==> src/rtl/aes_pkg.sv <==
// Shared types, constants and GF(2^8) helpers for the AES-256 key-schedule engine.
// Build option: define AES_KS_INVMIX_EN to return InvMixColumns-transformed
// round keys 1..13 on the read port (equivalent inverse cipher keys).
package aes_pkg;

    localparam int unsigned NR        = 14;
    localparam int unsigned NUM_RK    = NR + 1;
    localparam int unsigned IDX_W     = 4;
    localparam int unsigned STEP_W    = 4;
    localparam int unsigned LAST_STEP = NR - 2;
    localparam int unsigned RCON_N    = 7;

    typedef enum logic [1:0] {
        ST_IDLE   = 2'd0,
        ST_EXPAND = 2'd1,
        ST_DONE   = 2'd2
    } ks_state_e;

    // One 128-bit round key, w0 is the most significant word.
    typedef struct packed {
        logic [31:0] w0;
        logic [31:0] w1;
        logic [31:0] w2;
        logic [31:0] w3;
    } round_key_t;

    localparam logic [7:0] RCON [RCON_N] = '{
        8'h01, 8'h02, 8'h04, 8'h08, 8'h10, 8'h20, 8'h40
    };

    // Cyclic left rotation by one byte.
    function automatic logic [31:0] rot_word(input logic [31:0] w);
        return {w[23:0], w[31:24]};
    endfunction

    // Multiply by x in GF(2^8) modulo the AES polynomial.
    function automatic logic [7:0] xtime(input logic [7:0] b);
        return {b[6:0], 1'b0} ^ (b[7] ? 8'h1b : 8'h00);
    endfunction

    // InvMixColumns on one column; byte 0 is the most significant byte.
    function automatic logic [31:0] inv_mix_column(input logic [31:0] col);
        logic [7:0] a  [4];
        logic [7:0] m9 [4];
        logic [7:0] mb [4];
        logic [7:0] md [4];
        logic [7:0] me [4];
        logic [7:0] x2;
        logic [7:0] x4;
        logic [7:0] x8;
        for (int i = 0; i < 4; i++) begin
            a[i]  = col[31-8*i -: 8];
            x2    = xtime(a[i]);
            x4    = xtime(x2);
            x8    = xtime(x4);
            m9[i] = x8 ^ a[i];
            mb[i] = x8 ^ x2 ^ a[i];
            md[i] = x8 ^ x4 ^ a[i];
            me[i] = x8 ^ x4 ^ x2;
        end
        return {me[0] ^ mb[1] ^ md[2] ^ m9[3],
                m9[0] ^ me[1] ^ mb[2] ^ md[3],
                md[0] ^ m9[1] ^ me[2] ^ mb[3],
                mb[0] ^ md[1] ^ m9[2] ^ me[3]};
    endfunction

    // InvMixColumns across all four columns of a round key.
    function automatic round_key_t inv_mix_columns(input round_key_t rk);
        round_key_t r;
        r.w0 = inv_mix_column(rk.w0);
        r.w1 = inv_mix_column(rk.w1);
        r.w2 = inv_mix_column(rk.w2);
        r.w3 = inv_mix_column(rk.w3);
        return r;
    endfunction

endpackage

==> src/rtl/aes_sbox.sv <==
// Forward AES S-box, one byte in, one byte out, purely combinational.
module aes_sbox
    import aes_pkg::*;
(
    input  logic [7:0] byte_in,
    output logic [7:0] byte_out_c
);

    localparam logic [7:0] SBOX [256] = '{
        8'h63, 8'h7c, 8'h77, 8'h7b, 8'hf2, 8'h6b, 8'h6f, 8'hc5, 8'h30, 8'h01, 8'h67, 8'h2b, 8'hfe, 8'hd7, 8'hab, 8'h76,
        8'hca, 8'h82, 8'hc9, 8'h7d, 8'hfa, 8'h59, 8'h47, 8'hf0, 8'had, 8'hd4, 8'ha2, 8'haf, 8'h9c, 8'ha4, 8'h72, 8'hc0,
        8'hb7, 8'hfd, 8'h93, 8'h26, 8'h36, 8'h3f, 8'hf7, 8'hcc, 8'h34, 8'ha5, 8'he5, 8'hf1, 8'h71, 8'hd8, 8'h31, 8'h15,
        8'h04, 8'hc7, 8'h23, 8'hc3, 8'h18, 8'h96, 8'h05, 8'h9a, 8'h07, 8'h12, 8'h80, 8'he2, 8'heb, 8'h27, 8'hb2, 8'h75,
        8'h09, 8'h83, 8'h2c, 8'h1a, 8'h1b, 8'h6e, 8'h5a, 8'ha0, 8'h52, 8'h3b, 8'hd6, 8'hb3, 8'h29, 8'he3, 8'h2f, 8'h84,
        8'h53, 8'hd1, 8'h00, 8'hed, 8'h20, 8'hfc, 8'hb1, 8'h5b, 8'h6a, 8'hcb, 8'hbe, 8'h39, 8'h4a, 8'h4c, 8'h58, 8'hcf,
        8'hd0, 8'hef, 8'haa, 8'hfb, 8'h43, 8'h4d, 8'h33, 8'h85, 8'h45, 8'hf9, 8'h02, 8'h7f, 8'h50, 8'h3c, 8'h9f, 8'ha8,
        8'h51, 8'ha3, 8'h40, 8'h8f, 8'h92, 8'h9d, 8'h38, 8'hf5, 8'hbc, 8'hb6, 8'hda, 8'h21, 8'h10, 8'hff, 8'hf3, 8'hd2,
        8'hcd, 8'h0c, 8'h13, 8'hec, 8'h5f, 8'h97, 8'h44, 8'h17, 8'hc4, 8'ha7, 8'h7e, 8'h3d, 8'h64, 8'h5d, 8'h19, 8'h73,
        8'h60, 8'h81, 8'h4f, 8'hdc, 8'h22, 8'h2a, 8'h90, 8'h88, 8'h46, 8'hee, 8'hb8, 8'h14, 8'hde, 8'h5e, 8'h0b, 8'hdb,
        8'he0, 8'h32, 8'h3a, 8'h0a, 8'h49, 8'h06, 8'h24, 8'h5c, 8'hc2, 8'hd3, 8'hac, 8'h62, 8'h91, 8'h95, 8'he4, 8'h79,
        8'he7, 8'hc8, 8'h37, 8'h6d, 8'h8d, 8'hd5, 8'h4e, 8'ha9, 8'h6c, 8'h56, 8'hf4, 8'hea, 8'h65, 8'h7a, 8'hae, 8'h08,
        8'hba, 8'h78, 8'h25, 8'h2e, 8'h1c, 8'ha6, 8'hb4, 8'hc6, 8'he8, 8'hdd, 8'h74, 8'h1f, 8'h4b, 8'hbd, 8'h8b, 8'h8a,
        8'h70, 8'h3e, 8'hb5, 8'h66, 8'h48, 8'h03, 8'hf6, 8'h0e, 8'h61, 8'h35, 8'h57, 8'hb9, 8'h86, 8'hc1, 8'h1d, 8'h9e,
        8'he1, 8'hf8, 8'h98, 8'h11, 8'h69, 8'hd9, 8'h8e, 8'h94, 8'h9b, 8'h1e, 8'h87, 8'he9, 8'hce, 8'h55, 8'h28, 8'hdf,
        8'h8c, 8'ha1, 8'h89, 8'h0d, 8'hbf, 8'he6, 8'h42, 8'h68, 8'h41, 8'h99, 8'h2d, 8'h0f, 8'hb0, 8'h54, 8'hbb, 8'h16
    };

    assign byte_out_c = SBOX[byte_in];

endmodule

==> src/rtl/aes256_key_sched.sv <==
// Iterative AES-256 key schedule: one round key per cycle into a 15-entry
// register file, read back through a registered index port.
// Build option: AES_KS_INVMIX_EN applies InvMixColumns to keys 1..13 on read.
module aes256_key_sched
    import aes_pkg::*;
(
    input  logic             clk,
    input  logic             rst,
    input  logic             key_valid,
    output logic             key_ready,
    input  logic [255:0]     key,
    output logic             keys_valid,
    input  logic [IDX_W-1:0] rk_rd_idx,
    output logic [127:0]     rk_rd_data
);

    ks_state_e         state_q, state_d;
    logic [STEP_W-1:0] step_q, step_d;
    logic              key_ready_q, key_ready_d;
    logic              keys_valid_q, keys_valid_d;
    round_key_t        rk_q [NUM_RK];
    round_key_t        rk_d [NUM_RK];
    logic [127:0]      rk_rd_data_q, rk_rd_data_d;

    logic              accept_c;
    logic [IDX_W-1:0]  base_idx_c, prev_idx_c, wr_idx_c;
    round_key_t        base_rk_c, prev_rk_c, new_rk_c, rd_raw_c;
    logic [31:0]       sub_in_c, sub_out_c, t_mix_c;

    // Select the two source round keys and the word to be substituted.
    always_comb begin
        base_idx_c = IDX_W'(step_q);
        prev_idx_c = base_idx_c + IDX_W'(1);
        wr_idx_c   = base_idx_c + IDX_W'(2);
        base_rk_c  = rk_q[base_idx_c];
        prev_rk_c  = rk_q[prev_idx_c];
        sub_in_c   = step_q[0] ? prev_rk_c.w3 : rot_word(prev_rk_c.w3);
    end

    // SubWord: four byte-wide S-box lookups.
    for (genvar gi = 0; gi < 4; gi++) begin : g_sbox
        aes_sbox u_sbox (
            .byte_in    (sub_in_c[8*gi +: 8]),
            .byte_out_c (sub_out_c[8*gi +: 8])
        );
    end

    // Round-constant injection on even steps, then the word XOR chain.
    always_comb begin
        t_mix_c = sub_out_c;
        if (!step_q[0]) begin
            t_mix_c = sub_out_c ^ {RCON[step_q[3:1]], 24'h0};
        end
        new_rk_c.w0 = base_rk_c.w0 ^ t_mix_c;
        new_rk_c.w1 = base_rk_c.w1 ^ new_rk_c.w0;
        new_rk_c.w2 = base_rk_c.w2 ^ new_rk_c.w1;
        new_rk_c.w3 = base_rk_c.w3 ^ new_rk_c.w2;
    end

    // FSM next state, step counter, handshake flags and register-file writes.
    always_comb begin
        state_d      = state_q;
        step_d       = step_q;
        key_ready_d  = key_ready_q;
        keys_valid_d = keys_valid_q;
        rk_d         = rk_q;
        accept_c     = key_valid && key_ready_q;
        unique case (state_q)
            ST_IDLE, ST_DONE: begin
                if (accept_c) begin
                    state_d      = ST_EXPAND;
                    step_d       = '0;
                    key_ready_d  = 1'b0;
                    keys_valid_d = 1'b0;
                    rk_d[0]      = key[255:128];
                    rk_d[1]      = key[127:0];
                end
            end
            ST_EXPAND: begin
                rk_d[wr_idx_c] = new_rk_c;
                if (step_q == STEP_W'(LAST_STEP)) begin
                    state_d      = ST_DONE;
                    key_ready_d  = 1'b1;
                    keys_valid_d = 1'b1;
                end else begin
                    step_d = step_q + STEP_W'(1);
                end
            end
            default: begin
                state_d     = ST_IDLE;
                key_ready_d = 1'b1;
            end
        endcase
    end

    // Read mux; index 15 has no backing entry and reads as zero.
    always_comb begin
        rd_raw_c = '0;
        if (rk_rd_idx <= IDX_W'(NR)) begin
            rd_raw_c = rk_q[rk_rd_idx];
        end
`ifdef AES_KS_INVMIX_EN
        if ((rk_rd_idx != '0) && (rk_rd_idx < IDX_W'(NR))) begin
            rk_rd_data_d = inv_mix_columns(rd_raw_c);
        end else begin
            rk_rd_data_d = rd_raw_c;
        end
`else
        rk_rd_data_d = rd_raw_c;
`endif
    end

    // Control and read-port registers with synchronous reset.
    always_ff @(posedge clk) begin
        if (rst) begin
            state_q      <= ST_IDLE;
            step_q       <= '0;
            key_ready_q  <= 1'b1;
            keys_valid_q <= 1'b0;
            rk_rd_data_q <= '0;
        end else begin
            state_q      <= state_d;
            step_q       <= step_d;
            key_ready_q  <= key_ready_d;
            keys_valid_q <= keys_valid_d;
            rk_rd_data_q <= rk_rd_data_d;
        end
    end

    // Register file has no reset; reset only blocks writes.
    always_ff @(posedge clk) begin
        if (!rst) begin
            rk_q <= rk_d;
        end
    end

    assign key_ready  = key_ready_q;
    assign keys_valid = keys_valid_q;
    assign rk_rd_data = rk_rd_data_q;

endmodule

==> config.mk <==
export PLATFORM = sky130hd
export DESIGN_NAME = aes256_key_sched
export DESIGN_NICKNAME = d
export VERILOG_FILES = /design/src/rtl/aes_pkg.sv /design/src/rtl/aes_sbox.sv /design/src/rtl/aes256_key_sched.sv
export SDC_FILE = /design/constraint.sdc
export NUM_CORES = 2
export LEC_CHECK = 0
export BUFFER_PORTS_ARGS = -buffer_cell sky130_fd_sc_hd__buf_2
export CAP_MARGIN = 20
export CORE_MARGIN = 10
export CORE_UTILIZATION = 44
export CTS_CLUSTER_DIAMETER = 60
export DETAILED_ROUTE_END_ITERATION = 8
export PLACE_DENSITY = 0.61
export SYNTH_ARGS = -nofsm -noshare
export SYNTH_HDL_FRONTEND = slang
export SYNTH_SLANG_ARGS = --single-unit
export TNS_END_PERCENT = 100
==> constraint.sdc <==
create_clock -name clk -period 13.4 [get_ports clk]
set_input_delay 2.01 -clock clk [delete_from_list [all_inputs] [get_ports clk]]
set_output_delay 2.01 -clock clk [all_outputs]
set_load 0.02 [all_outputs]
==> metrics.md <==
| Metric | Value |
|---|---|
| Status | `finished clean` |
| Switching part of the total | `35.5%` |
| First-pass GRT wire length | `672000 µm` |
| Startpoint Class | `register` |
| Crit Path Class | `register to register` |
| Sum Neg Setup Slack | `0 ns` |
| DRC Markers | `0` |
| RSZ-0062 raised after global routing | `false` |
| Slew headroom | `16.6%` |
| Leak pwr | `41.5 nW` |
| Total iterations of the first detailed-routing run | `9` |
| Cell with the most instances after synthesis | `edfxtp_1` |
| Net Sw Power | `7.58 mW` |
| Post-synth EDFFs | `1920` |
| Yosys cell types | `127` |
| CTS sink count | `2056` |
| Slowest CP cell | `dfxtp_4` |
| Synth Flop Type | `edfxtp_1` |
| Overflow after GRT | `0` |
| P&R area growth vs syn | `11.7%` |
| Most area-consuming cells after synthesis | `edfxtp_1 50%, mux4_2 21%, mux2i_1 3.0%` |
| Post-synthesis compound-gate area fraction | `10.8%` |
| Syn_nets | `8314` |
| Most area-hungry cell type in the Yosys netlist | `edfxtp_1` |
| Dpl ws | `4.24 ns` |
| Max Clock Skew | `0.0876 ns` |
| Max Cap Viol | `0` |
| Antenna Violating Nets Remaining | `0` |
| Top-Level Pins | `393` |
| Final core occ | `49.4%` |
| Arr. time, crit path | `9.98 ns` |
| Number of DRC markers in iteration 0 | `14100` |
| Flop pwr share | `39.8%` |
| Vias in the first global route | `83300` |
| PostCTS Resize Cnt | `0` |
| Drt wl/cell | `41.0 µm` |
| CP top delay family | `buffers and inverters` |
| Clock transition at path regs | `0.06 ns` |
| Post-synthesis xor/xnor area fraction | `1.71%` |
| Rows | `187` |
| CP Buf/Inv Count | `8` |
| Final period util | `70.1%` |
| Via/cell ratio | `7.20` |
| YS warnings | `0` |
| Filler cells | `22000` |
| Synth async-reset ratio | `0%` |
| Worst vdd ir | `0.000122 V` |
| Max FO, Critical Path | `52` |
| Num CTS Buffers | `233` |
| Clock Latency Late Sink | `0.95 ns` |
| Mapped Cells | `7986` |
| Hold-fix buffers, CTS | `0` |
| Critical Path Max Stage Delay | `0.84 ns` |
| Synth Cell Area | `115000 µm²` |
| Die H | `531 µm` |
| H-tree lvl count | `4` |
| GR Util All Layers | `33.4%` |
| Root Driver | `clkbuf_16` |
| Pwr dens | `166 nW/µm²` |
| Synthesized-area fraction occupied by adder cells | `0.708%` |
| Worst path cell trace | `buf_4 -> buf_4 -> nand2_1 -> xnor2_2 -> buf_4 -> and2_1 -> a311o_1 -> nand2_1 -> buf_4 -> inv_2 -> ha_1 -> inv_1 -> nor3_1 -> buf_4 -> o311a_1 -> a31oi_1 -> a2111oi_0 -> o31ai_1 -> o211ai_2 -> xnor2_2 -> xnor2_1 -> inv_1` |
| Worst setup margin | `4.01 ns` |
| Clock share of power | `30.1%` |
| Routability Congestion | `0.996` |
| Yosys reg bits | `2056` |
| Share of cells above drive strength 1 | `28.1%` |
| Worst-Margin Slew | `1.24 ns` |
| # setup viols final | `0` |
| FF-to-FF setup slack | `4.01 ns` |
| Post-CTS Setup Inserts | `0` |
| Placeable Area | `260000 µm²` |
| Initial antenna violation count | `31` |
| CP Capture Type | `register` |
| Tightest hold margin | `0.486 ns` |
| Synth Area in Simple Gates | `6.01%` |
| Largest net degree at the start of global routing | `120` |
| List of most frequent post-synthesis cells | `1920 x edfxtp_1, 1088 x mux4_2, 669 x nand2_1` |
| DP Wirelength | `302000 µm` |
| Post-layout min period | `9.39 ns` |
| Register area share after synthesis | `52.6%` |
| Final hold vios | `0` |
| Main combinational cell family by area after synthesis | `multiplexers` |
| Logic pwr share | `30.2%` |
| Fmax | `0.107 GHz` |
| Die Area | `282000 µm²` |
| Mux contribution to synthesized area | `24.8%` |
| CTS tree | `done` |
| Die Wd | `531 µm` |
| Avg Inst Size Synth | `14.4 µm²` |
| Cell repeated most along the worst path | `buf_4` |
| Hold crit path type | `register to register` |
| Routed via count | `85000` |
| Final slew viol count | `0` |
| Yosys top cell area share | `50.2%` |
| P_int | `13.8 mW` |
| # port buffers | `392` |
| CTS max path bufs | `4` |
| Fin nets | `8507` |
| Initial core utilization | `44.2%` |
| CP Data Required Time | `13.99 ns` |
| Total wire length | `484000 µm` |
## cell families (layout without fill, tap and decap cells)
kind of cell | count (synthesis) | count (layout)
DFF | 2056 | 2056
other | 0 | 25
xor gates and xnor gates | 193 | 193
adders and majority gates | 65 | 65
AOI/OAI and AO/OA | 1836 | 1836
muxes | 1478 | 1478
and+or+nand+nor | 1499 | 1499
buffers and inverters | 859 | 1251
## power by group through the flow
| stage | Clock, mW | Combinational [mW] | Sequential, mW |
|---|---|---|---|
| 2_1_floorplan | 0 | 3.40 | 8.63 |
| 3_3_place_gp | 0 | 6.10 | 8.61 |
| 3_5_place_dp | 0 | 6.13 | 8.62 |
| 4_1_cts | 6.46 | 6.15 | 8.48 |
| 5_1_grt | 6.72 | 6.65 | 8.49 |
| 6_report | 6.42 | 6.43 | 8.48 |
## cell type report
cell class	instances	area (µm²)	share of cell area [%]
clock inverters	124	1250	0.975
flip-flops and latches	2056	60400	47.1
inverters	126	479	0.374
repair buffers	691	4500	3.51
clock buffers	310	6360	4.96
diodes	25	62.6	0.0488
well taps	3402	4260	3.32
multi-input cells	5071	50900	39.7
## through the flow
stage               area [µm²]  instances  power (mW)
floorplan               115000       7986        12.0
global placement        120000      11300        14.7
detailed placement      120000      11300        14.7
CTS                     128000      11800        21.1
global route            128000      11800        21.9
finish                  128000      11800        21.3
## path summary, 6_finish.rpt
check | from | endpoint | cells past startpoint
worst min-delay path | keys_valid | keys_valid | 2
worst min register to register | keys_valid | keys_valid | 2
worst max-delay path | base_idx_c[0] | rk_q[1409] | 22
worst max register to register | base_idx_c[0] | rk_q[1409] | 22
## cell usage in the layout (no fill, tap or decap), types with 33 or more instances in the layout
cell type,synthesis,layout
a211oi_1,83,83
a21oi_1,273,268
a221oi_1,46,46
a22o_1,104,104
a311oi_1,37,37
a31oi_1,77,76
buf_2,169,389
buf_4,59,275
clkbuf_1,355,54
clkbuf_16,0,235
clkinv_2,0,46
dfxtp_1,136,132
edfxtp_1,1920,1920
ha_1,65,64
inv_1,111,109
mux2_2,41,41
mux2i_1,346,344
mux4_2,1088,1088
nand2_1,669,664
nand3_1,177,177
nor2_1,239,234
nor2b_1,140,139
nor3_1,85,83
o211ai_1,94,94
o21ai_0,584,583
o21ai_1,42,43
o31ai_1,34,33
xnor2_1,114,111
xor2_1,50,48
## worst reg2reg max path: stages, from the launching register on
cell,delay (ns)
dfxtp_4,0.84
buf_4,0.74
buf_4,0.79
nand2_1,0.32
xnor2_2,0.19
buf_4,0.43
and2_1,0.22
a311o_1,0.15
nand2_1,0.07
buf_4,0.25
inv_2,0.37
ha_1,0.71
inv_1,0.30
nor3_1,0.29
buf_4,0.21
o311a_1,0.17
a31oi_1,0.04
a2111oi_0,0.71
o31ai_1,0.21
o211ai_2,0.78
xnor2_2,0.56
xnor2_1,0.46
inv_1,0.24
## sequential cells by signal, indices dropped and copies added (netlist names)
signal,flops
rk_q,1920
keys_valid,1
base_idx_c,4
rk_rd_data,128
state_q,2
key_ready,1
## per-layer routing
layer  vias up  global-route usage, %  wire (µm)
met5         -                      0        138
met4        20                   18.0      31300
met3      1192                   9.45      61400
met2      6596                   49.8     214000
met1     44200                   44.5     178000
li1      33000                      -          -
(Power assumes the default switching activity.)
